===== src/rtl/uart_tx_console_pkg.sv =====
// Shared definitions for the console serial transmitter: FSM states, frame sizes, baud default.
// Frame length depends on UART_TX_PARITY_EN (8E1 when defined, 8N1 otherwise).
package uart_tx_console_pkg;

  typedef enum logic [2:0] {
    ST_IDLE,
    ST_START,
    ST_DATA,
    ST_PARITY,
    ST_STOP
  } tx_state_t;

  localparam int DATA_BITS       = 8;
`ifdef UART_TX_PARITY_EN
  localparam int FRAME_BITS      = 11;
`else
  localparam int FRAME_BITS      = 10;
`endif
  localparam int DEFAULT_CLK_DIV = 5208;
  localparam int BAUD_W          = 16;

  function automatic logic even_parity(input logic [DATA_BITS-1:0] d);
    return ^d;
  endfunction

endpackage


===== src/rtl/uart_tx_console_fifo.sv =====
// Small character FIFO for the console transmitter; show-ahead read, registered full/empty.
module uart_tx_fifo #(
  parameter int DEPTH = 4,
  parameter int WIDTH = 8
) (
  input  logic             clk,
  input  logic             reset_n,
  input  logic             wr_en,
  input  logic [WIDTH-1:0] wr_data,
  output logic             full,
  input  logic             rd_en,
  output logic [WIDTH-1:0] rd_data,
  output logic             empty
);

  localparam int PW = $clog2(DEPTH);
  localparam int CW = PW + 1;

  logic [WIDTH-1:0] mem [DEPTH];
  logic [PW-1:0]    wr_ptr;
  logic [PW-1:0]    rd_ptr;
  logic [CW-1:0]    count;
  logic [CW-1:0]    next_count;
  logic             push;
  logic             pop;

  // Full/empty are registered, so a push while full is refused even if a pop happens that edge.
  assign push    = wr_en & ~full;
  assign pop     = rd_en & ~empty;
  assign rd_data = mem[rd_ptr];

  always_comb begin
    next_count = count + CW'(push) - CW'(pop);
  end

  always_ff @(posedge clk) begin
    if (!reset_n) begin
      wr_ptr <= '0;
      rd_ptr <= '0;
      count  <= '0;
      full   <= 1'b0;
      empty  <= 1'b1;
    end else begin
      if (push) wr_ptr <= wr_ptr + PW'(1);
      if (pop)  rd_ptr <= rd_ptr + PW'(1);
      count <= next_count;
      full  <= (next_count == CW'(DEPTH));
      empty <= (next_count == '0);
    end
  end

  always_ff @(posedge clk) begin
    if (push) mem[wr_ptr] <= wr_data;
  end

endmodule


===== src/rtl/uart_tx_console.sv =====
// Console serial transmitter: FIFO-buffered 8N1 (8E1 with UART_TX_PARITY_EN) frames on txd,
// plus a KL8-style printer flag raised at the end of every stop bit.
module uart_tx_console
  import uart_tx_console_pkg::*;
#(
  parameter int CLK_DIV    = DEFAULT_CLK_DIV,
  parameter int FIFO_DEPTH = 4
) (
  input  logic       clk,
  input  logic       reset_n,
  input  logic [7:0] wr_data,
  input  logic       wr_valid,
  output logic       wr_ready,
  output logic       flag,
  input  logic       flag_clr,
  output logic       busy,
  output logic       txd
);

  localparam logic [BAUD_W-1:0] BAUD_RELOAD = BAUD_W'(CLK_DIV - 1);

  tx_state_t         state;
  logic [BAUD_W-1:0] baud_cnt;
  logic [2:0]        bit_cnt;
  logic [7:0]        shift;
`ifdef UART_TX_PARITY_EN
  logic              parity_bit;
`endif
  logic              fifo_full;
  logic              fifo_empty;
  logic              fifo_pop;
  logic [7:0]        fifo_rdata;
  logic              bit_done;

  uart_tx_fifo #(
    .DEPTH (FIFO_DEPTH),
    .WIDTH (8)
  ) u_fifo (
    .clk     (clk),
    .reset_n (reset_n),
    .wr_en   (wr_valid),
    .wr_data (wr_data),
    .full    (fifo_full),
    .rd_en   (fifo_pop),
    .rd_data (fifo_rdata),
    .empty   (fifo_empty)
  );

  assign bit_done = (baud_cnt == '0);
  assign fifo_pop = ~fifo_empty & ((state == ST_IDLE) | ((state == ST_STOP) & bit_done));
  assign wr_ready = ~fifo_full;
  assign busy     = (state != ST_IDLE) | ~fifo_empty;

  // txd is registered from the current state, so the line trails the FSM by one clock.
  always_ff @(posedge clk) begin
    if (!reset_n) begin
      state    <= ST_IDLE;
      baud_cnt <= '0;
      bit_cnt  <= '0;
      shift    <= '0;
      txd      <= 1'b1;
      flag     <= 1'b0;
`ifdef UART_TX_PARITY_EN
      parity_bit <= 1'b0;
`endif
    end else begin
      if ((state == ST_STOP) && bit_done) flag <= 1'b1;
      else if (flag_clr)                  flag <= 1'b0;

      if ((state != ST_IDLE) && !bit_done) baud_cnt <= baud_cnt - 1'b1;

      case (state)
        ST_IDLE: begin
          txd <= 1'b1;
          if (!fifo_empty) begin
            shift    <= fifo_rdata;
`ifdef UART_TX_PARITY_EN
            parity_bit <= even_parity(fifo_rdata);
`endif
            baud_cnt <= BAUD_RELOAD;
            state    <= ST_START;
          end
        end
        ST_START: begin
          txd <= 1'b0;
          if (bit_done) begin
            baud_cnt <= BAUD_RELOAD;
            bit_cnt  <= '0;
            state    <= ST_DATA;
          end
        end
        ST_DATA: begin
          txd <= shift[0];
          if (bit_done) begin
            shift    <= shift >> 1;
            baud_cnt <= BAUD_RELOAD;
            if (bit_cnt == 3'd7) begin
`ifdef UART_TX_PARITY_EN
              state <= ST_PARITY;
`else
              state <= ST_STOP;
`endif
            end else begin
              bit_cnt <= bit_cnt + 3'd1;
            end
          end
        end
`ifdef UART_TX_PARITY_EN
        ST_PARITY: begin
          txd <= parity_bit;
          if (bit_done) begin
            baud_cnt <= BAUD_RELOAD;
            state    <= ST_STOP;
          end
        end
`endif
        ST_STOP: begin
          txd <= 1'b1;
          // A queued character starts its start bit with no idle gap.
          if (bit_done) begin
            baud_cnt <= BAUD_RELOAD;
            if (!fifo_empty) begin
              shift <= fifo_rdata;
`ifdef UART_TX_PARITY_EN
              parity_bit <= even_parity(fifo_rdata);
`endif
              state <= ST_START;
            end else begin
              state <= ST_IDLE;
            end
          end
        end
        default: begin
          txd   <= 1'b1;
          state <= ST_IDLE;
        end
      endcase
    end
  end

endmodule


===== config.mk =====
export PLATFORM = sky130hd
export DESIGN_NAME = uart_tx_console
export DESIGN_NICKNAME = d
export VERILOG_FILES = /design/src/rtl/uart_tx_console_pkg.sv /design/src/rtl/uart_tx_console_fifo.sv /design/src/rtl/uart_tx_console.sv
export SDC_FILE = /design/constraint.sdc
export NUM_CORES = 1
export LEC_CHECK = 0
export ABC_CLOCK_PERIOD_IN_PS = 8100
export CORE_UTILIZATION = 45
export DETAILED_ROUTE_END_ITERATION = 7
export GPL_TIMING_DRIVEN = 0
export PLACE_DENSITY_LB_ADDON = 0.3
export SETUP_SLACK_MARGIN = 0.3
export SYNTH_ARGS = -nofsm -noshare
export SYNTH_HDL_FRONTEND = slang
export SYNTH_SLANG_ARGS = --single-unit

===== constraint.sdc =====
create_clock -name clk -period 8.1 [get_ports clk]
set_clock_uncertainty 0.1 [all_clocks]
set_input_delay 1.62 -clock clk [delete_from_list [all_inputs] [get_ports clk]]
set_output_delay 1.62 -clock clk [all_outputs]
set_load 0.01 [all_outputs]

==> impl_metrics.csv <==
group,metric,value,unit
drt,routedWlPerCell,13.8,um
global_route,grt_pass1_vias,2000,
sta,finalSetupTns,0,ns
flow_run,maxCapViolCount,0,
worst_setup_path,cp-start-kind,"flip-flop",
worst_setup_path,rrSetupSlack,4.95,ns
clock_network,post_cts_buffers,0,
clock_network,clk_latency,0.34,ns
cells_and_area,final_cell_count_no_fill,409,
power,leakagePower,1.42,nW
cells_and_area,nets,331,
sta,final.min_clock_period,3.73,ns
logic_synthesis,synth_compound_area_share,9.25,%
placement,placed_cells,393,
floorplanning,num_rows,30,
floorplanning,core_area,6980,um2
hold_path,hp-class,"flip-flop to flip-flop",
clock_network,cts_hold_buf,0,
placement,io_buffers,14,
floorplanning,die_area,7740,um2
logic_synthesis,async_reset_ff_share,0,%
drt,drt_iter0_markers,89,
clock_network,cts_buffer_depth,2,
sta,maxSlewViolCount,0,
placement,gp_congestion,0.755,
sta,post-route-period-util,46.0,%
clock_network,clkTransAtPathRegs,0.09,ns
logic_synthesis,ys_ff_latch,75,
clock_network,cts_resized,0,
logic_synthesis,ys_types,53,
worst_setup_path,crit_chain,"clkbuf_1 -> nor3_1 -> nand2_1 -> clkdlybuf4s50_1",
logic_synthesis,synth_top_family_by_area,"simple AND/OR/NAND/NOR gates",
worst_setup_path,crit_fanout,10,
logic_synthesis,netlist_area,3330,um2
sta,layout_setup_ws,4.37,ns
logic_synthesis,synth-edff-count,32,
drt,routed_via_density,5.22,
logic_synthesis,synthAdderAreaFrac,4.36,%
placement,pre_cts_slack,4.25,ns
floorplanning,die-height,88,um
sta,hold_viol_final,0,
drt,firstDrtPassIters,4,
logic_synthesis,ys_seq_area_share,54.7,%
cells_and_area,seq_area,1820,um2
global_route,overflow,0,
logic_synthesis,syn_area_per_cell,11.8,um2
logic_synthesis,ys_warn_count,0,
clock_network,cts_tree,"yes",
global_route,grt_max_degree,17,
logic_synthesis,syn_nets,306,
sta,setup_violations,0,
power,power_density,353,nW/um2
sta,rsz0062_at_grt,"no",
worst_setup_path,reg2reg_depth,13,
global_route,antenna_found_initial,0,
sta,whs,0.357,ns
worst_setup_path,rr_endpoint,"u_fifo.full",
clock_network,clock-sinks,75,
sta,fmax,268,MHz
power,ir_worst_vdd,123,uV
logic_synthesis,synth_flop_cell,"dfxtp_1",
worst_setup_path,startpoint,"state[1]",
sta,worstMarginPinSlew,0.682,ns
cells_and_area,drive_gt1_share,13.4,%
global_route,grt_use_total,16.6,%
worst_setup_path,cp_slowest_cell,"nor3_1",
worst_setup_path,critPathKind,"flip-flop to output port",
logic_synthesis,synth-simple-area-share,15.5,%
placement,place_hpwl,3940,um
power,finalPower,1.34,mW
clock_network,cts_buffers,9,
cells_and_area,multi_input_area,1390,um2
floorplanning,start_util,47.7,%
cells_and_area,num_antenna_cells,0,
sta,slew_headroom,54.2,%
worst_setup_path,critPathCaptureType,"output port",
worst_setup_path,reg2reg_from,"baud_cnt[0]",
drt,drc,0,
worst_setup_path,arrival,2.01,ns
logic_synthesis,synthMuxAreaShare,8.46,%
clock_network,clock-root-buffer,"clkbuf_8",
worst_setup_path,endpoint,"busy",
worst_setup_path,critPathMaxStageDelay,0.52,ns
drt,ant_nets,0,
status,outcome,"finished clean",
floorplanning,pin_count,16,
cells_and_area,syn_to_final_growth,14.4,%
global_route,grt_pass1_wl,9450,um
floorplanning,die_w,88,um
clock_network,ctsHtreeMaxLevel,3,
cells_and_area,fill_cells,604,
logic_synthesis,syn_inst,283,
drt,totalWireLength,5630,um
logic_synthesis,yosys.area_share.xor_xnor,4.21,%
drt,vias,2136,
worst_setup_path,required,6.38,ns
## state kept, by name, summed over array words and instances, names as in the netlist, named ones only
name,count
u_fifo.wr_ptr,2
state,3
u_fifo.full,1
bit_cnt,3
u_fifo.count,3
flag,1
u_fifo.rd_ptr,2
txd,1
u_fifo.empty,1
shift,8
u_fifo.mem,32
baud_cnt,16
## critical path, delay by kind of cell, from the launching register on
family / cells / cell delay (ns)
DFF: 1 / 0.30
buffers and inverters: 2 / 0.70
and+or+nand+nor: 2 / 0.67
## synthesized netlist by cell type (4+ instances only)
cell,count,share of area [%]
dfxtp_1,43,26
edfxtp_1,32,29
nor2_1,29,3.3
a21oi_1,14,2.1
nand2_1,14,1.6
inv_1,11,1.2
ha_1,10,3.8
mux2i_1,9,2.7
mux4_2,8,5.4
nor3_1,8,1.2
xnor2_1,8,2.1
xor2_1,8,2.1
and2_1,7,1.3
o21ai_0,7,1.1
o311a_1,7,2.1
clkbuf_1,6,0.68
buf_2,5,0.75
nand3_1,5,0.75
nor4_1,4,0.75
or3_1,4,0.75
## placed cells by master, fill, tap and decap left out, types with 2 or more instances in the layout
master           synthesis  layout
a21oi_1                 14      14
or2_0                    2       2
ha_1                    10      10
or3_1                    4       4
clkbuf_8                 0       9
o31ai_1                  2       2
xnor2_1                  8       8
nor2_1                  29      29
clkbuf_1                 6       6
inv_1                   11      11
nor3_1                   8       8
inv_8                    0       2
xor2_1                   8       8
a21oi_2                  3       3
clkinv_4                 0       2
clkdlybuf4s50_1          0      14
o21ai_0                  7       7
nand2b_1                 2       2
o311a_1                  7       7
nand3_1                  5       5
or4_1                    2       2
mux2i_1                  9       9
nand2_1                 14      14
mux4_2                   8       8
nor4_1                   4       4
nand4_1                  3       3
and2_1                   7       7
buf_2                    5       5
dfxtp_1                 43      43
o21ai_1                  2       2
edfxtp_1                32      32
a31oi_1                  3       3
## metrics by stage
stage                     util, %  instance area, um2
after global placement       51.4                3590
after detailed placement     51.4                3590
after CTS                    54.5                3810
after floorplan                 -                3330
after global routing         54.5                3810
final                        54.5                3810
## layout make-up
class                   instances  area share (%)
multi-input cells             182            36.5
clock inverters                 7            2.50
inverters                      12            1.18
flip-flops and latches         75            47.8
well taps                      96            3.15
repair buffers                 14            3.68
clock buffers                   9            3.25
plain buffers                  14            1.84
## where the power goes
group,internal (mW),switching (mW)
clock,0.151,0.159
combinational,0.230,0.272
sequential,0.476,0.0569
## cells by family (layout without fill, tap and decap cells)
kind of cell	after synthesis	after routing
AOI/OAI and AO/OA	44	44
xor gates and xnor gates	16	16
adders and majority gates	11	11
buffers and inverters	26	56
DFF	75	75
muxes	18	18
and+or+nand+nor	93	93
## how the worst min path moves through the flow
stage                     startpoint         end  depth (start not counted)  slack [ns]
final                     bit_cnt[2]  bit_cnt[2]                          2        0.36
after CTS                 bit_cnt[2]  bit_cnt[2]                          2        0.36
after global placement    bit_cnt[2]  bit_cnt[2]                          2        0.34
after detailed placement  bit_cnt[1]  bit_cnt[1]                          2        0.35
after global routing      bit_cnt[1]  bit_cnt[1]                          2        0.39
after floorplan           bit_cnt[1]  bit_cnt[1]                          2        0.34
## routing by layer
| metal | vias up | part of all wire, % | wire length (um) | global-route usage, % |
|---|---|---|---|---|
| li1 | 1085 | - | - | - |
| met1 | 1006 | 50 | 2810 | 21.9 |
| met2 | 40 | 44 | 2490 | 25.2 |
| met3 | 5 | 4.3 | 243 | 3.96 |
| met4 | 0 | 1.3 | 74 | 8.94 |
| met5 | - | 0 | 0 | 0 |
Note: power is estimated with default switching activity, not from simulation.
